$ cat src/rtl/aes_job_ctrl.sv
// aes_job_ctrl
//   Sequencer and arbiter in front of a combined AES encrypt/decrypt core.
//   A 128-bit key is accepted and registered, and the core's key expansion
//   is strobed. The controller then waits KEY_LAT cycles before it serves
//   jobs. Jobs from two requesters are granted round-robin. The core inputs
//   are held for CORE_LAT cycles, and the result is returned on a
//   valid/ready port tagged with the requester id.
//
// Ports
//   HCLK, rst                     clock (rising edge), synchronous active-high reset
//   key_valid/key_ready/key_in    key offer handshake, 128-bit key
//   reqN_valid/reqN_ready         job offer handshake for requester N (0/1)
//   reqN_encrypt, reqN_data       job mode (1 = encrypt) and 128-bit block
//   rsp_valid/rsp_ready           result handshake
//   rsp_data, rsp_id              128-bit result and owning requester
//   key_loaded                    an expanded key is present
//   core_keyEna                   one-cycle key-expansion strobe to the core
//   core_keyword/encrypt/data     registered core inputs
//   core_result                   core output
module aes_job_ctrl #(
    parameter int KEY_LAT  = 10,
    parameter int CORE_LAT = 11
) (
    input  logic         HCLK,
    input  logic         rst,
    input  logic         key_valid,
    output logic         key_ready,
    input  logic [127:0] key_in,
    input  logic         req0_valid,
    input  logic         req1_valid,
    output logic         req0_ready,
    output logic         req1_ready,
    input  logic         req0_encrypt,
    input  logic         req1_encrypt,
    input  logic [127:0] req0_data,
    input  logic [127:0] req1_data,
    output logic         rsp_valid,
    input  logic         rsp_ready,
    output logic [127:0] rsp_data,
    output logic         rsp_id,
    output logic         key_loaded,
    output logic         core_keyEna,
    output logic [127:0] core_keyword,
    output logic         core_encrypt,
    output logic [127:0] core_data,
    input  logic [127:0] core_result
);

    localparam int MAX_LAT = (KEY_LAT > CORE_LAT) ? KEY_LAT : CORE_LAT;
    localparam int CNT_W   = $clog2(MAX_LAT + 1);
    localparam logic [CNT_W-1:0] KEY_CNT_INIT  = CNT_W'(KEY_LAT - 1);
    localparam logic [CNT_W-1:0] CORE_CNT_INIT = CNT_W'(CORE_LAT - 1);

    typedef enum logic [2:0] {
        NOKEY,
        KEYEXP,
        IDLE,
        RUN,
        DONE
    } state_t;

    state_t           state;
    state_t           state_nx;
    logic [CNT_W-1:0] cnt;
    logic             cnt_zero;
    logic             rr_prio;   // 0: requester 0 wins a tie, 1: requester 1 wins
    logic             gnt_id;
    logic             key_hs;
    logic             gnt0;
    logic             gnt1;

    assign cnt_zero = (cnt == '0);

    always_comb begin
        state_nx   = state;
        key_ready  = 1'b0;
        req0_ready = 1'b0;
        req1_ready = 1'b0;
        gnt0       = 1'b0;
        gnt1       = 1'b0;
        if (!rst) begin
            unique case (state)
                NOKEY: begin
                    key_ready = 1'b1;
                    if (key_valid) state_nx = KEYEXP;
                end
                KEYEXP: begin
                    if (cnt_zero) state_nx = IDLE;
                end
                IDLE: begin
                    key_ready = 1'b1;
                    // A pending key outranks any job; no job is granted while it is offered.
                    if (key_valid) begin
                        state_nx = KEYEXP;
                    end else begin
                        gnt0       = req0_valid & (~req1_valid | ~rr_prio);
                        gnt1       = req1_valid & (~req0_valid | rr_prio);
                        req0_ready = gnt0;
                        req1_ready = gnt1;
                        if (gnt0 | gnt1) state_nx = RUN;
                    end
                end
                RUN: begin
                    if (cnt_zero) state_nx = DONE;
                end
                DONE: begin
                    // Handshake cycle returns to IDLE without granting.
                    if (rsp_ready) state_nx = IDLE;
                end
                default: state_nx = NOKEY;
            endcase
        end
        key_hs = key_ready & key_valid;
    end

    always_ff @(posedge HCLK) begin
        if (rst) begin
            state        <= NOKEY;
            cnt          <= '0;
            rr_prio      <= 1'b0;
            gnt_id       <= 1'b0;
            key_loaded   <= 1'b0;
            core_keyEna  <= 1'b0;
            core_keyword <= '0;
            core_encrypt <= 1'b0;
            core_data    <= '0;
            rsp_valid    <= 1'b0;
            rsp_data     <= '0;
            rsp_id       <= 1'b0;
        end else begin
            state       <= state_nx;
            core_keyEna <= key_hs;

            unique case (state)
                KEYEXP: begin
                    if (cnt_zero) key_loaded <= 1'b1;
                    else          cnt        <= cnt - 1'b1;
                end
                RUN: begin
                    if (cnt_zero) begin
                        rsp_data  <= core_result;
                        rsp_id    <= gnt_id;
                        rsp_valid <= 1'b1;
                    end else begin
                        cnt <= cnt - 1'b1;
                    end
                end
                DONE: begin
                    if (rsp_ready) rsp_valid <= 1'b0;
                end
                default: ;
            endcase

            // Key and job handshakes only happen in NOKEY/IDLE, so they never
            // collide with the counter decrements above.
            if (key_hs) begin
                core_keyword <= key_in;
                cnt          <= KEY_CNT_INIT;
                key_loaded   <= 1'b0;
            end

            if (gnt0 | gnt1) begin
                core_data    <= gnt1 ? req1_data : req0_data;
                core_encrypt <= gnt1 ? req1_encrypt : req0_encrypt;
                gnt_id       <= gnt1;
                rr_prio      <= gnt0;
                cnt          <= CORE_CNT_INIT;
            end
        end
    end

endmodule

$ cat config.mk
export PLATFORM = sky130hd
export DESIGN_NAME = aes_job_ctrl
export DESIGN_NICKNAME = d
export VERILOG_FILES = /design/src/rtl/aes_job_ctrl.sv
export SDC_FILE = /design/constraint.sdc
export NUM_CORES = 1
export LEC_CHECK = 0
export CORE_AREA = 2 2 351 353
export CTS_CLUSTER_DIAMETER = 30
export DETAILED_ROUTE_END_ITERATION = 10
export DIE_AREA = 0 0 353 355
export HOLD_SLACK_MARGIN = 0.06
export PLACE_DENSITY_LB_ADDON = 0.25
export SLEW_MARGIN = 20
export SYNTH_ARGS = -nofsm -noshare
export SYNTH_HDL_FRONTEND = slang
export SYNTH_SLANG_ARGS = --single-unit
$ cat constraint.sdc
create_clock -name HCLK -period 2.1 [get_ports HCLK]
set_input_delay 0.21 -clock HCLK [delete_from_list [all_inputs] [get_ports HCLK]]
set_output_delay 0.21 -clock HCLK [all_outputs]
set_load 0.005 [all_outputs]
==> Yosys cells after proc, flatten, opt, wreduce, memory -nomap -nowiden <==
Cells that the tools add are included.
{ "op_classes": {"n_div": 0, "n_addsub": 1, "n_lt_le_gt_ge": 0, "n_bitwise": 11, "eq_ne": 11, "muxes": 24, "shifts": 0, "mul": 0, "n_reduce_logical": 17} }
{ "op_table": {"columns": ["operator", "count"], "rows": [
  ["$mux 128", 1],
  ["$mux 3", 6],
  ["$mux 4", 4],
  ["$pmux 3 s5", 1],
  ["$mux 1", 11],
  ["$reduce_and 2->1", 5],
  ["$ne 2x2->1 const B", 4],
  ["$reduce_or 2->1", 4],
  ["$eq 3x2->1 const B", 2],
  ["$reduce_and 5->1", 1],
  ["$logic_not 4->1", 1],
  ["$not 1->1", 4],
  ["$or 1x1->1", 4],
  ["$reduce_bool 2->1", 2],
  ["$sub 4x1->4 const B", 1],
  ["$and 1x1->1", 3],
  ["$eq 3x1->1 const B", 1],
  ["$eq 3x3->1 const B", 1],
  ["$logic_not 3->1", 1],
  ["$ne 3x1->1 const B", 1],
  ["$ne 3x3->1 const B", 1],
  ["$reduce_and 3->1", 1],
  ["$reduce_bool 3->1", 1],
  ["$reduce_or 3->1", 1],
  ["2 further kinds", 2]
]} }
{ "totals": {"romBits": 0, "mem_bits_rw": 0, "reg_bits": 398, "mem_count": 0, "out_inout_bits": 392, "latchBits": 0, "input_bits": 520} }

==> Depth between registers and ports, before layout <==
Gate-level depths: netlist (run 1).
{ "depth": {"depth_word": 9, "mapped_depth": 8} }

==> Least setup slack after synthesis (run 1) <==
OpenSTA, ideal clock, no wires.
{ "synth_path": {"path_kind": "reg-to-reg", "startpoint": "reg cnt[0]", "endpoint": "reg key_loaded", "n_path_buf": 3, "period_less_slack_ns": 1.515, "required_ns": 1.986, "setup_slack_ns": 0.585, "setup_ns": 0.114, "arrival_ns": 1.401, "path_stages_with_launch": 9, "path_cell_list": "dfxtp_1 > inv_1 > ha_1 > and3b_1 > buf_2 > buf_2 > buf_2 > a21oi_1 > nor2_1"} }
{ "synth_between": {"elab_chain_cells": 2} }
{ "synth_lines": {"columns": ["item", "line", "text"], "rows": [
  ["from (decl)", "64", "logic [CNT_W-1:0] cnt;"],
  ["from (signal assigned)", "137", "else cnt <= cnt - 1'b1;"],
  ["from (signal assigned)", "145", "cnt <= cnt - 1'b1;"],
  ["$logic_not 4->1", "72", "assign cnt_zero = (cnt == '0);"],
  ["$reduce_and 2->1 (no line)", null, null],
  ["to (signal assigned)", "122", "key_loaded <= 1'b0;"],
  ["to (signal assigned)", "136", "if (cnt_zero) key_loaded <= 1'b1;"],
  ["to (signal assigned)", "159", "key_loaded <= 1'b0;"],
  ["to (decl)", "41", "output logic key_loaded,"]
]} }
Every way passes these cells.
A chain may end at the register's enable or synchronous reset.

==> Worst setup path in the final report (run 1) <==
{ "layout_path": {"startpoint": "reg core_data[46]", "endpoint": "out core_data[46]"} }
{ "layout_lines": {"columns": ["item", "line", "text"], "rows": [
  ["from (decl)", "45", "output logic [127:0] core_data,"],
  ["from (signal assigned)", "163", "core_data <= gnt1 ? req1_data : req0_data;"]
]} }
No word-level cell between the ends.

==> impl_metrics.py, run 1 <==
metrics = {
    "worst_hold_path": {
        "hp-class": "in2reg",
        "hold_depth": 3,
        "hold_start": "key_in[8]",
        "hold_end": "core_keyword[8]$_SDFFE_PP0P_",
    },
    "detailed_routing": {
        "antenna_left": 0,
        "routed_wirelength_um": 92600,
        "drtIter0Drc": 1137,
        "vias": 19700,
        "vias_per_cell": 4.05,
        "drc": 0,
        "drtPass1Iterations": 6,
        "routedWlPerCell_um": 19.1,
    },
    "worst_setup_path": {
        "r2r_start": "state[2]$_SDFFE_PP0P_",
        "startpoint_type": "flop",
        "crit_family": "buffers and inverters",
        "critPathMaxStageDelay_ns": 0.60,
        "cp.depth": 1,
        "criticalPathCategory": "reg2out",
        "arrival_ns": 1.76,
        "r2r_slack_ns": 0.26,
        "cp-end-kind": "primary output",
        "crit_path_cell_trace": "clkdlybuf4s50_1",
        "r2r_cells": 6,
        "crit_slowest_cell": "clkdlybuf4s50_1",
        "path_buf_inv": 1,
        "reg2reg_to": "core_data[35]$_SDFFE_PP0P_",
        "cp.required_ns": 1.89,
        "crit_fanout": 2,
    },
    "power_and_ir_drop": {
        "p_int_w": 0.0248,
        "ir_drop_mv": 0.860,
        "p_leak_nw": 12.2,
        "powerDensity_mw_per_mm2": 943,
        "seq_power_share_pct": 25.2,
        "power_frac_clock_pct": 59.4,
        "power.switching_w": 0.00838,
        "swShare_pct": 25.3,
        "p_comb_share_pct": 15.4,
        "totalPowerFinal_w": 0.0332,
    },
    "timing": {
        "finClkSkew_ns": 0.0183,
        "rsz0062_at_grt": "false",
        "clock.fmax_ghz": 0.507,
        "period_share_pct": 94.0,
        "period_minus_slack_ns": 1.97,
        "finalSetupViolCount": 0,
        "hold_viol": 0,
        "maxSlewViolCount": 0,
        "slew_headroom_pct": 24.7,
        "worstMarginPinSlew_ns": 1.13,
    },
    "cells_and_area": {
        "syn2layout_area_growth_pct": 116,
        "final_cell_mix": "903 x clkdlybuf4s50_1, 394 x dfxtp_1, 303 x o21ai_0",
        "final_cells": 4855,
        "layout.nets": 3646,
        "drive_gt1_share_pct": 12.4,
        "final_common_cell": "clkdlybuf4s50_1",
        "postLayoutCoreUtil_pct": 29.0,
    },
    "global_routing": {
        "antenna_found_initial": 16,
        "grt_overflow": 0,
        "grt_max_degree": 137,
        "grtUsageMet3_pct": 5.91,
        "use_met2_pct": 24.0,
        "grt_usage_pct": 14.2,
        "grtUsageMet1_pct": 16.0,
        "busiest_layer": "met2",
        "grt_first_pass_wirelength_um": 134000,
        "grt_pass1_vias": 20400,
    },
    "die": {
        "dieArea_mm2": 0.125,
        "core_mm2": 0.121,
        "initial_core_util_pct": 13.4,
        "die_y_um": 355,
        "die_w_um": 353,
        "fp-row-count": 128,
        "ios": 912,
    },
    "cts": {
        "worst_skew_pair.late_latency_ns": 0.71,
        "clkTransAtPathRegs_ns": 0.04,
        "cts_tree": "built",
        "cts_root_buf": "clkbuf_16",
        "cts_htree_levels": 4,
        "cts_inserted_buffers": 133,
        "cts_sinks": 398,
        "clockBufferDepth": 3,
    },
    "synthesis": {
        "syn_area_mm2": 0.0163,
        "synth.net_count": 2409,
        "synth_seq_cells": 398,
        "seq_area_frac_synth_pct": 49.0,
        "ys_types": 52,
        "synth_warnings": 0,
        "syn_inst": 1888,
        "syn_avg_cell_area_um2": 8.62,
    },
    "flow_run": {
        "max_cap_viol_count": 0,
    },
    "placement": {
        "hpwl_um": 67100,
        "place_inst": 4319,
        "routabilityCongestion": 0.822,
        "portBuffers": 911,
    },
    "outcome": {
        "status": "finished, final reports clean",
    },
}
==> cell usage after synthesis, drive strengths merged <==
cell type	instances	share of area [%]
dfxtp	398	49
o21ai	303	9.3
nand2	260	6.0
nand3	173	5.4
a21oi	134	4.1
clkbuf	126	2.9
buf	93	3.9
inv	92	2.1
a221oi	86	6.2
o32ai	86	4.6
a31oi	45	1.7
a32oi	43	2.3
nor2	6	0.14
nor3	5	0.22
nor2b	4	0.20
nand2b	3	0.12
or3b	3	0.16
and3	2	0.077
mux2i	2	0.12
nor3b	2	0.12
o31ai	2	0.092
a2111oi	1	0.092
a211oi	1	0.046
a21bo	1	0.062
a21o	1	0.046
a2bb2oi	1	0.054
a311o	1	0.062
a41o	1	0.062
and2	1	0.038
and2b	1	0.046
and3b	1	0.054
ha	1	0.077
mux2	1	0.069
nand3b	1	0.046
nor4b	1	0.15
o211a	1	0.062
o21a	1	0.046
o221ai	1	0.054
or2	1	0.038
or3	1	0.038
or4	1	0.046
==> flip-flops by register name (all words and copies together), names as in the netlist <==
signal	flops
cnt	4
core_data	128
core_encrypt	1
core_keyEna	1
core_keyword	128
gnt_id	1
key_loaded	1
rr_prio	1
rsp_data	128
rsp_id	1
rsp_valid	1
state	3
==> area by class of cell <==
| type | instances | area, µm² |
|---|---|---|
| Timing Repair Buffer | 1321 | 13400 |
| Inverter | 92 | 350 |
| Clock buffer | 188 | 3830 |
| Tap cell | 1625 | 2030 |
| Antenna cell | 3 | 7.51 |
| Sequential cell | 398 | 7980 |
| Multi-Input combinational cell | 1179 | 6910 |
| Fill cell | 12900 | 86200 |
| Clock inverter | 49 | 692 |
==> per-layer routing <==
layer | part of all wire [%] | routed length (µm)
met4 | 2.4 | 2200
met5 | 0.11 | 104
met1 | 40 | 37100
met2 | 49 | 45300
met3 | 8.6 | 7930
==> worst max path at each step <==
stage / start / endpoint / slack, ns
finish: core_data[46]$_SDFFE_PP0P_ / core_data[46] / 0.13
global route: state[1]$_SDFFE_PP0P_ / req1_ready / 0.02
CTS: state[1]$_SDFFE_PP0P_ / req0_ready / 0.02
detailed placement: req0_valid / req1_ready / -0.24
global placement: req0_valid / req1_ready / -0.23
floorplan: cnt[0]$_SDFFE_PP0P_ / key_loaded$_SDFFE_PP0P_ / 0.59
==> per-stage QoR <==
stage,setup WS [ns],setup TNS (ns),hold WS [ns],instance area (µm²)
after floorplan,0.585,0,0.319,16300
after global placement,-0.232,-0.232,0.443,27700
after detailed placement,-0.244,-0.273,0.451,27700
after CTS,0.0158,0,0.0630,35200
after global routing,0.0181,0,0.0985,35200
final,0.127,0,0.130,35200
==> power groups by stage <==
| stage | Sequential (W) | Clock, W | Combinational [W] |
|---|---|---|---|
| finish | 0.00836 | 0.0197 | 0.00511 |
| global route | 0.00842 | 0.0206 | 0.00549 |
| CTS | 0.00837 | 0.0202 | 0.00517 |
| detailed placement | 0.00848 | 0 | 0.00466 |
| global placement | 0.00847 | 0 | 0.00469 |
| floorplan | 0.00845 | 0 | 0.00164 |
==> what timing repair did <==
item / 4_1_cts / 5_1_grt
hold endpoints to repair: 282 / 0
hold buffers: 293 / 0
endpoints found under the setup margin: 7 / 1
gates resized for setup: 19 / 2
pin swaps: 2 / 1
buffers inserted: 4 / 0
==> cells by family after synthesis <==
kind of cell	Yosys count	synth area share, %
AOI/OAI and AO/OA	709	29.0
and+or+nand+nor	466	12.8
DFF	398	49.0
buffers and inverters	311	8.96
muxes	3	0.192
adders and majority gates	1	0.0769
Note: power is estimated with default switching activity, not from simulation.
==> inputs of run 2 (changes only) <==
REMOVE_ABC_BUFFERS = 1   (was default)
==> run 2 against run 1 <==
Against the previous run: utilization fell by 0.091 points; combinational power is 0.8% lower; first-iteration DRC count down 10%; largest power group unchanged; sequential share of layout area increased by 0.068 points; worst hold slack gained 0.0011 ns; highest routed layer unchanged; clock skew grew 0.0080 ns; via count increased by 0.36%; routed wire length shrank 1.1%; clock-buffer cell count increased by 16; final cell count grew 0.16%; final area shrank 0.31%.
==> impl_metrics.py, run 2 (synthesis gave the netlist of run 1 again) <==
metrics = {
    "global_routing": {
        "antenna_found_initial": 12,
        "grt_first_pass_wirelength_um": 133000,
        "grt_max_degree": 103,
        "grt_usage_pct": 14.0,
        "grt_pass1_vias": 20500,
        "grt_overflow": 0,
    },
    "cts": {
        "cts_sinks": 398,
        "cts_inserted_buffers": 136,
        "cts_htree_levels": 4,
        "worst_skew_pair.late_latency_ns": 0.72,
        "cts_tree": "built",
        "cts_root_buf": "clkbuf_16",
        "clkTransAtPathRegs_ns": 0.04,
        "clockBufferDepth": 3,
    },
    "power_and_ir_drop": {
        "p_leak_nw": 12.1,
        "powerDensity_mw_per_mm2": 924,
        "ir_drop_mv": 0.825,
        "totalPowerFinal_w": 0.0324,
    },
    "timing": {
        "hold_viol": 0,
        "clock.fmax_ghz": 0.497,
        "period_share_pct": 95.9,
        "finalSetupViolCount": 0,
        "rsz0062_at_grt": "true",
        "worstMarginPinSlew_ns": 0.750,
        "slew_headroom_pct": 49.9,
        "period_minus_slack_ns": 2.01,
        "maxSlewViolCount": 0,
        "finClkSkew_ns": 0.0264,
    },
    "detailed_routing": {
        "routedWlPerCell_um": 18.8,
        "drc": 0,
        "drtPass1Iterations": 6,
        "routed_wirelength_um": 91600,
        "vias_per_cell": 4.06,
        "drtIter0Drc": 1018,
        "antenna_left": 0,
        "vias": 19700,
    },
    "worst_setup_path": {
        "cp.depth": 1,
        "startpoint_type": "flop",
        "critPathMaxStageDelay_ns": 0.60,
        "r2r_cells": 5,
        "crit_path_cell_trace": "clkdlybuf4s50_1",
        "crit_slowest_cell": "clkdlybuf4s50_1",
        "crit_family": "buffers and inverters",
        "path_buf_inv": 1,
        "cp-end-kind": "primary output",
        "criticalPathCategory": "reg2out",
        "arrival_ns": 1.80,
        "crit_fanout": 2,
        "cp.required_ns": 1.89,
    },
    "cells_and_area": {
        "largestRegisters": "core_data (128), core_keyword (128), rsp_data (128)",
        "stdcell_area_mm2": 0.0351,
        "final_cell_mix": "907 x clkdlybuf4s50_1, 393 x dfxtp_1, 311 x dlygate4sd3_1",
        "final_cells": 4863,
        "drive_gt1_share_pct": 11.5,
        "final_common_cell": "clkdlybuf4s50_1",
        "layout.nets": 3648,
        "syn2layout_area_growth_pct": 116,
    },
    "placement": {
        "hpwl_um": 64400,
        "place_inst": 4299,
        "place_area_mm2": 0.0275,
        "routabilityCongestion": 0.817,
        "portBuffers": 911,
    },
    "die": {
        "die_y_um": 355,
        "core_mm2": 0.121,
        "dieArea_mm2": 0.125,
        "initial_core_util_pct": 13.4,
        "ios": 912,
        "die_w_um": 353,
        "fp-row-count": 128,
    },
    "flow_run": {
        "max_cap_viol_count": 0,
    },
    "worst_hold_path": {
        "hp-class": "in2reg",
        "hold_depth": 3,
    },
    "outcome": {
        "status": "finished, final reports clean",
    },
}
## run 2: cell types whose count changed in the layout (fill, tap and decap cells not counted), sizes merged
cell	previous run	this run
bufinv	11	4
buf	118	100
dlygate4sd3	293	311
clkinv	30	27
clkinvlp	2	0
clkbuf	188	204
dlygate4sd2	6	1
clkdlybuf4s50	903	907
diode	3	8
## run 2: worst paths after layout
kind	start	end	slack, ns
worst max-delay path	core_data[68]$_SDFFE_PP0P_	core_data[68]	0.09
worst min-delay path	key_in[60]	core_keyword[60]$_SDFFE_PP0P_	0.13
worst max register to register	rr_prio$_SDFFE_PP0P_	core_data[44]$_SDFFE_PP0P_	0.17
worst min register to register	core_keyword[82]$_SDFFE_PP0P_	core_keyword[82]$_SDFFE_PP0P_	0.45
## run 2: power breakdown
part	leakage (nW)	internal, W	switching (W)
sequential	3.24	0.00807	0.000299
clock	2.15	0.0133	0.00568
combinational	6.72	0.00275	0.00232
## run 2: cell type report
type	count	area (µm²)
multi-input combinational	1179	6920
fill	13000	86300
clock inverter	37	439
tap	1625	2030
clock buffer	204	3940
timing repair buffer	1320	13400
antenna	8	20.0
inverter	92	350
sequential	398	7980
## run 2: through the flow
stage / util (%) / hold slack, ns / worst slack [ns] / setup TNS (ns)
after CTS: 28.9 / 0.0604 / -0.0422 / -0.0422
after floorplan: - / 0.276 / -4.16 / -1072.34
after global routing: 28.9 / 0.0741 / -0.0259 / -0.0259
after detailed placement: 22.6 / 0.450 / -0.261 / -0.546
final: 28.9 / 0.131 / 0.0862 / 0
after global placement: 22.6 / 0.443 / -0.274 / -0.516
## run 2: repair_timing
action,in CTS,in global routing
hold buffers,311,0
gates resized for setup,22,1
pin swaps,4,0
buffers inserted,5,0
endpoints found under the hold margin,274,0
setup endpoints to repair,5,2
## run 2: per-layer routing
metal	wire, µm	track usage [%]	vias to the layer above
met5	21	0	-
met4	2510	5.48	4
met1	37700	16.4	9404
met2	43300	22.9	786
li1	-	-	9390
met3	8090	5.63	161
